--- config.mk ---
export PLATFORM = sky130hd
export DESIGN_NAME = main_mem_port_ctrl
export DESIGN_NICKNAME = d
export VERILOG_FILES = /design/src/rtl/main_mem_pkg.sv /design/src/rtl/main_mem_rr_arb.sv /design/src/rtl/main_mem_port_ctrl.sv
export SDC_FILE = /design/constraint.sdc
export NUM_CORES = 1
export LEC_CHECK = 0
export CORE_ASPECT_RATIO = 1.4
export CORE_MARGIN = 1
export CORE_UTILIZATION = 38
export CTS_CLUSTER_SIZE = 24
export DETAILED_ROUTE_END_ITERATION = 8
export GPL_ROUTABILITY_DRIVEN = 0
export PLACE_DENSITY = 0.8
export SLEW_MARGIN = 30
export SYNTH_ARGS = -nofsm -noshare
export SYNTH_HDL_FRONTEND = slang
export SYNTH_HIERARCHICAL = 1
export SYNTH_SLANG_ARGS = --single-unit
--- constraint.sdc ---
create_clock -name clk_i -period 2 [get_ports clk_i]
set_input_delay 0.4 -clock clk_i [delete_from_list [all_inputs] [get_ports clk_i]]
set_output_delay 0.4 -clock clk_i [all_outputs]
set_load 0.01 [all_outputs]
--- src/rtl/main_mem_pkg.sv ---
// rtl/main_mem_pkg.sv - shared types for the main-memory port controller
package main_mem_pkg;

  typedef enum logic [1:0] {IDLE, ISSUE, CAPTURE} state_t;
  typedef logic ch_idx_t;
  typedef enum logic {OP_RD, OP_WR} op_t;

  localparam ch_idx_t CH1 = 1'b0;
  localparam ch_idx_t CH2 = 1'b1;

  function automatic ch_idx_t other_ch(input ch_idx_t c);
    return ~c;
  endfunction

endpackage

--- src/rtl/main_mem_rr_arb.sv ---
// rtl/main_mem_rr_arb.sv - two-way round-robin arbiter, pointer moves past each granted channel
module main_mem_rr_arb
  import main_mem_pkg::*;
(
  input  logic       clk_i,
  input  logic       reset_i,
  input  logic [1:0] i_req,
  input  logic       i_advance,
  output logic       o_grant_idx,
  output logic       o_grant_valid
);

  ch_idx_t r_ptr;

  always_comb begin
    o_grant_valid = |i_req;
    o_grant_idx   = i_req[r_ptr] ? r_ptr : other_ch(r_ptr);
  end

  always_ff @(posedge clk_i) begin
    if (reset_i) begin
      r_ptr <= CH1;
    end else if (i_advance && o_grant_valid) begin
      r_ptr <= other_ch(o_grant_idx);
    end
  end

endmodule

--- src/rtl/main_mem_port_ctrl.sv ---
// rtl/main_mem_port_ctrl.sv - serialises two read/write request channels onto one
// single-port SRAM with round-robin grants and level-held acks
module main_mem_port_ctrl
  import main_mem_pkg::*;
#(
  parameter int data_width = 32,
  parameter int addr_size  = 16
) (
  input  logic                  clk_i,
  input  logic                  reset_i,
  input  logic [addr_size-1:0]  addr1_i,
  input  logic [addr_size-1:0]  addr2_i,
  input  logic                  read_en1_i,
  input  logic                  read_en2_i,
  input  logic                  write_en1_i,
  input  logic                  write_en2_i,
  input  logic [data_width-1:0] w_data1_i,
  input  logic [data_width-1:0] w_data2_i,
  output logic [data_width-1:0] r_data1_o,
  output logic [data_width-1:0] r_data2_o,
  output logic                  read_ack1_o,
  output logic                  read_ack2_o,
  output logic                  write_ack1_o,
  output logic                  write_ack2_o,
  output logic                  mem_en_o,
  output logic                  mem_we_o,
  output logic [addr_size-1:0]  mem_addr_o,
  output logic [data_width-1:0] mem_wdata_o,
  input  logic [data_width-1:0] mem_rdata_i,
  output logic                  proto_err_o
);

  logic                  w_en1;
  logic                  w_en2;
  logic [1:0]            w_req;
  logic                  w_advance;
  logic                  w_grant_idx;
  logic                  w_grant_valid;
  logic                  w_grant_wr;
  logic [addr_size-1:0]  w_grant_addr;
  logic [data_width-1:0] w_grant_wdata;
  logic                  w_op_done;
  logic                  w_cmpl1;
  logic                  w_cmpl2;

  state_t                r_state;
  ch_idx_t               r_ch;
  op_t                   r_op;
  logic                  r_done1;
  logic                  r_done2;
  logic [data_width-1:0] r_rdata1;
  logic [data_width-1:0] r_rdata2;
  logic                  r_proto_err;
  logic                  r_mem_en;
  logic                  r_mem_we;
  logic [addr_size-1:0]  r_mem_addr;
  logic [data_width-1:0] r_mem_wdata;

  assign w_en1 = read_en1_i | write_en1_i;
  assign w_en2 = read_en2_i | write_en2_i;
  // A finished channel stays out of arbitration until its requester drops en
  assign w_req     = {w_en2 & ~r_done2, w_en1 & ~r_done1};
  assign w_advance = (r_state == IDLE);

  assign w_grant_wr    = (w_grant_idx == CH2) ? write_en2_i : write_en1_i;
  assign w_grant_addr  = (w_grant_idx == CH2) ? addr2_i     : addr1_i;
  assign w_grant_wdata = (w_grant_idx == CH2) ? w_data2_i   : w_data1_i;

  assign w_op_done = ((r_state == ISSUE) && (r_op == OP_WR)) || (r_state == CAPTURE);
  assign w_cmpl1   = w_op_done && (r_ch == CH1);
  assign w_cmpl2   = w_op_done && (r_ch == CH2);

  main_mem_rr_arb u_arb (
    .clk_i         (clk_i),
    .reset_i       (reset_i),
    .i_req         (w_req),
    .i_advance     (w_advance),
    .o_grant_idx   (w_grant_idx),
    .o_grant_valid (w_grant_valid)
  );

  // The mem_* registers double as the latched address/data of the granted request
  always_ff @(posedge clk_i) begin
    if (reset_i) begin
      r_state     <= IDLE;
      r_ch        <= CH1;
      r_op        <= OP_RD;
      r_rdata1    <= '0;
      r_rdata2    <= '0;
      r_proto_err <= 1'b0;
      r_mem_en    <= 1'b0;
      r_mem_we    <= 1'b0;
      r_mem_addr  <= '0;
      r_mem_wdata <= '0;
    end else begin
      r_mem_en    <= 1'b0;
      r_mem_we    <= 1'b0;
      r_mem_addr  <= '0;
      r_mem_wdata <= '0;
      if ((read_en1_i && write_en1_i) || (read_en2_i && write_en2_i)) begin
        r_proto_err <= 1'b1;
      end
      case (r_state)
        IDLE: begin
          if (w_grant_valid) begin
            r_ch        <= w_grant_idx;
            r_op        <= w_grant_wr ? OP_WR : OP_RD;
            r_mem_en    <= 1'b1;
            r_mem_we    <= w_grant_wr;
            r_mem_addr  <= w_grant_addr;
            r_mem_wdata <= w_grant_wr ? w_grant_wdata : '0;
            r_state     <= ISSUE;
          end
        end
        ISSUE: begin
          r_state <= (r_op == OP_WR) ? IDLE : CAPTURE;
        end
        CAPTURE: begin
          if (r_ch == CH2) begin
            r_rdata2 <= mem_rdata_i;
          end else begin
            r_rdata1 <= mem_rdata_i;
          end
          r_state <= IDLE;
        end
        default: r_state <= IDLE;
      endcase
    end
  end

  always_ff @(posedge clk_i) begin
    if (reset_i) begin
      r_done1 <= 1'b0;
      r_done2 <= 1'b0;
    end else begin
      r_done1 <= w_en1 & (r_done1 | w_cmpl1);
      r_done2 <= w_en2 & (r_done2 | w_cmpl2);
    end
  end

  assign read_ack1_o  = r_done1 & read_en1_i;
  assign read_ack2_o  = r_done2 & read_en2_i;
  assign write_ack1_o = r_done1 & write_en1_i;
  assign write_ack2_o = r_done2 & write_en2_i;
  assign r_data1_o    = r_rdata1;
  assign r_data2_o    = r_rdata2;
  assign mem_en_o     = r_mem_en;
  assign mem_we_o     = r_mem_we;
  assign mem_addr_o   = r_mem_addr;
  assign mem_wdata_o  = r_mem_wdata;
  assign proto_err_o  = r_proto_err;

endmodule

---- After elaboration in Yosys (flattened, before gate mapping) ----
Cells that the tools add are included.
storage, ports and cells
  bits in registers ....................... 122
  input port bits ......................... 134
  output and inout port bits .............. 119
  word-level logic and storage cells ...... 64
cells by class
  order comparisons ....................... 1
  equality and inequality tests ........... 3
  mux-type cells .......................... 11
  bitwise operators ....................... 20
  reduce and logical (&&, ||, !) cells .... 16
operators by type and width
  cell                                                        count
  two-way mux 32 bit                                          1
  two-way mux 16 bit                                          1
  AND 1 bit                                                   8
  inverter 1 bit                                              8
  logical AND 1 bit                                           6
  two-way mux 1 bit                                           6
  AND reduction 2 bit                                         3
  two-way mux 2 bit                                           2
  bitwise OR 1 bit                                            4
  case mux 2 bit (2 select lines)                             1
  OR reduction 2 bit                                          2
  OR reduction 4 bit                                          1
  OR reduction 3 bit                                          1
  equality test 2 x 1 -> 1 bit, second input constant         1
  equality test 2 bit, second input constant                  1
  logical NOT 2 bit                                           1
  logical OR 1 bit                                            2
  less-than comparator 1 x 2 -> 1 bit, second input constant  1
  inequality test 2 bit, second input constant                1

---- Depth between registers and ports, before layout ----
  depth in word-level cells ............... 8
  gate-level depth with buffers ........... 11
  depth with buffers taken out ............ 8

---- By module ----
The synthesis kept the hierarchy.
by module, submodules not included
  module              times used  cells each  area an instance (µm²)  sequential area each (µm²)
  main_mem_port_ctrl  1           478         4445.5                  2422.3
  main_mem_rr_arb     1           7           66.3                    20.0

---- Least setup slack after synthesis ----
Ideal clock, no wire load.
  path type ............................... input -> register
  start ................................... input port write_en2_i
  end ..................................... register r_mem_wdata[10], in the netlist mem_wdata_o[10]
  library setup time ...................... 119 ps
  arrival ................................. 1688 ps
  required time ........................... 1881 ps
  path slack .............................. 193 ps
  stages on the path ...................... 11
  path buffers ............................ 3
  cells stage by stage .................... nor2_1 nor2_1 or2_2 nor3b_4 nand2b_1 buf_6 clkinv_2 nand2b_1 buf_6 buf_12 nor2_4
on the way
  elaborated cells on any way between the ends .. 11
  those cells by class .................... 5 x mux; 4 x bitwise; 2 x reduce/logical
RTL lines
  item                          RTL line                   RTL
  start, declared               main_mem_port_ctrl.sv:16   input logic write_en2_i,
  bitwise OR 1 bit              main_mem_port_ctrl.sv:60   assign w_en2 = read_en2_i | write_en2_i;
  AND 1 bit                     main_mem_port_ctrl.sv:62   assign w_req = {w_en2 & ~r_done2, w_en1 & ~r_done1};
  net w_req[1]                  main_mem_port_ctrl.sv:35   logic [1:0] w_req;
  OR reduction 2 bit            main_mem_rr_arb.sv:16      o_grant_valid = |i_req;
  net w_grant_valid             main_mem_port_ctrl.sv:38   logic w_grant_valid;
  inverter 1 bit (no line)      -
  OR reduction 4 bit (no line)  -
  end signal, assigned          main_mem_port_ctrl.sv:111  r_mem_wdata <= w_grant_wr ? w_grant_wdata : '0;
  end, declared                 main_mem_port_ctrl.sv:57   logic [data_width-1:0] r_mem_wdata;
The timed path passes the listed nets, and every way through them passes these cells. The select of a mux whose other input is x is not followed.
A chain may end at the register's enable or synchronous reset.

---- Final worst setup path ----
  start ................................... input port write_en2_i
  end ..................................... output port write_ack2_o
on the way
  word-level cells in the longest chain between the ends .. 1
RTL lines
  item           RTL line                   RTL
  AND 1 bit      main_mem_port_ctrl.sv:144  assign write_ack2_o = r_done2 & write_en2_i;
  end, declared  main_mem_port_ctrl.sv:24   output logic write_ack2_o,
Every way passes these cells.

==> impl_metrics.yaml <==
grt:
  grt_use_met3_pct: 11.4
  use_met1_pct: 22.5
  top_usage_layer: "met2"
  grt_pass1_wl_um: 21400
  grt_max_degree: 72
  grt_util_all_layers_pct: 23.4
  use_met2_pct: 43.0
  antenna_found_initial: 1
  grt_overflow: 0
  first_global_vias: 4418
clock_network:
  postCtsSetupBuffers: 0
  clk_pin_slew_ns: 0.05
  cts-root-buf: "clkbuf_16"
  clockBufferDepth: 2
  clk_latency_ns: 0.41
  cts_tree: "yes"
  numCtsBuffers: 17
  clock-sinks: 122
  h-tree-depth: 4
sta:
  timing.hold.ws_ns: 0.391
  fin_skew_ns: 0.00935
  hold_viol_final: 0
  slew_headroom_pct: 73.5
  finalSetupViolCount: 0
  tightest_slew_ns: 0.397
  layout_min_cycle_time_ns: 1.93
  drv_slew: 0
  rsz0062_at_grt: "false"
  finalCritPeriodShare_pct: 96.4
  max_freq_mhz: 519
worst_setup_path:
  max_stage_delay_ns: 0.54
  cp.required_ns: 1.60
  worstPathMaxFanout: 3
  crit_path_start_kind: "input pin"
  arrival_ns: 1.53
  crit_chain: "clkdlybuf4s50_1, buf_4, and2_1, dlygate4sd2_1"
  crit_path_end_kind: "primary output"
  crit_slowest_cell: "clkdlybuf4s50_1"
  path_class: "in -> out"
logic_synthesis:
  async_reset_ff_share_pct: 0
  muxShareOfSynthArea_pct: 11.3
  synthSimpleGateAreaFrac_pct: 21.3
  synth_top_family_by_area: "simple AND/OR/NAND/NOR gates"
  yosys.area.top_type: "dfxtp_1"
  syn_area_per_cell_um2: 9.30
  netlist.area_leader.share_pct: 54.1
  synth_area_leaders: "dfxtp_1, mux2i_1, nand2_1, a21oi_1, nor2_4"
  ys_seq_elements: 122
  synthCells: 485
  synthesis.area_mm2: 0.00451
  synthFlopType: "dfxtp_1"
  synth-adder-area-share_pct: 0
  synthDistinctLibCells: 28
  synth_xor_xnor_area_share_pct: 0
  ys_seq_area_share_pct: 54.1
  synth_compound_area_share_pct: 8.49
  synth_edf_count: 0
  synth_nets: 619
  yosysWarningCount: 6
power_and_ir_drop:
  leakagePower_nw: 2.91
  power_switching_mw: 1.69
  intPower_mw: 5.26
  swShare_pct: 24.3
  power_frac_seq_pct: 38.1
  ir_worst_vdd_uv: 536
  clkPwrFrac_pct: 43.7
  comb_power_share_pct: 18.2
  cellPowerDensity_mw_per_mm2: 889
detailed_routing:
  viasPerCell: 4.79
  wire_per_inst_um: 15.8
  ant_nets: 0
  drc: 0
  routed_wl_um: 14200
  vias: 4299
  first_pass_iters: 5
  drtIter0Drc: 108
floorplanning:
  start_util_pct: 39.4
  fp-row-count: 46
  die_area_mm2: 0.0123
  die_height_um: 131
  die_width_um: 94.1
  core-area_mm2: 0.0115
  ios: 253
run:
  maxCapViolCount: 0
final_layout:
  final_cell_mix: "clkdlybuf4s50_1, nand2_1, dfxtp_1"
  fillers: 856
  final_common_cell: "clkdlybuf4s50_1"
  fin_cells: 898
  synthToLayoutAreaGrowth_pct: 73.2
  nets: 874
  drive_gt1_share_pct: 10.5
placed_design:
  numPortBuffers: 252
  hpwl_um: 10400
  placed_cells: 865
worst_hold_path:
  hold_path_class: "in -> reg"
status:
  status: "completed"
[through the flow]
step	setup TNS, ns	power, mW	setup slack [ns]	util, %	area, um2
after global routing	0	7.23	0.000343	68.2	7810
after detailed placement	-13.74	3.96	-0.333	62.9	7200
after global placement	-8.61	3.93	-0.233	62.9	7200
after CTS	0	7.00	0.0890	68.1	7800
final	0	6.95	0.0723	68.2	7820
after floorplan	0	3.29	0.193	-	4510
[worst max-delay path: cells and delay by family]
kind | cells | cell delay (ns)
simple gates | 1 | 0.14
buf+inv | 3 | 0.99
[power groups by stage]
stage          Sequential (mW)  Combinational, mW  Clock, mW
6_report                  2.65               1.26       3.04
5_1_grt                   2.66               1.35       3.21
4_1_cts                   2.65               1.27       3.08
3_5_place_dp              2.70               1.26          0
3_3_place_gp              2.69               1.24          0
2_1_floorplan             2.75              0.539          0
[sequential cells by signal, summed over array words and instances (netlist names), 2 cells and up]
signal	count
r_data2_o	32
r_data1_o	32
mem_addr_o	16
r_state	2
mem_wdata_o	32
[layout make-up]
cell class	count	area (um2)	area share, %
diodes	1	2.50	0.0320
clock buffers	22	484	6.20
clock inverters	10	116	1.49
inverters	4	16.3	0.208
multi-input cells	325	1880	24.1
flip-flops and latches	122	2440	31.3
well taps	144	180	2.31
repair buffers	270	2690	34.4
[kinds of logic after synthesis]
kind of cell	after synthesis
AOI/OAI and AO/OA	72
buffers and inverters	38
DFF	122
and+or+nand+nor	202
muxes	51
[per-layer routing]
layer / wire (um) / up-vias
li1: - / 2086
met1: 5020 / 1973
met2: 7380 / 218
met3: 1530 / 22
met4: 255 / 0
met5: 0 / -
[synth_stat cells (all sizes together), types with 3 or more instances]
cell type and number:
nand2b 3, inv 3, mux2i 51, a21oi 66, nand2 128, nand3b 3
nor2 58, dfxtp 122, clkbuf 16, buf 18, and2 4
[final timing paths]
kind,from,to,slack (ns),cells after the start
worst max-delay path,write_en2_i,write_ack2_o,0.07,4
worst min-delay path,reset_i,r_state[0],0.39,3
worst max register to register,r_done2,mem_wdata_o[17],0.36,8
worst min register to register,r_data1_o[17],r_data1_o[17],0.45,2
[repair_timing]
item | CTS | global route
endpoints found under the setup margin | 4 | 24
hold buffers | 0 | 0
resized for setup | 4 | 4
cloned | 0 | 0
Power figures use the tool's default switching activity.
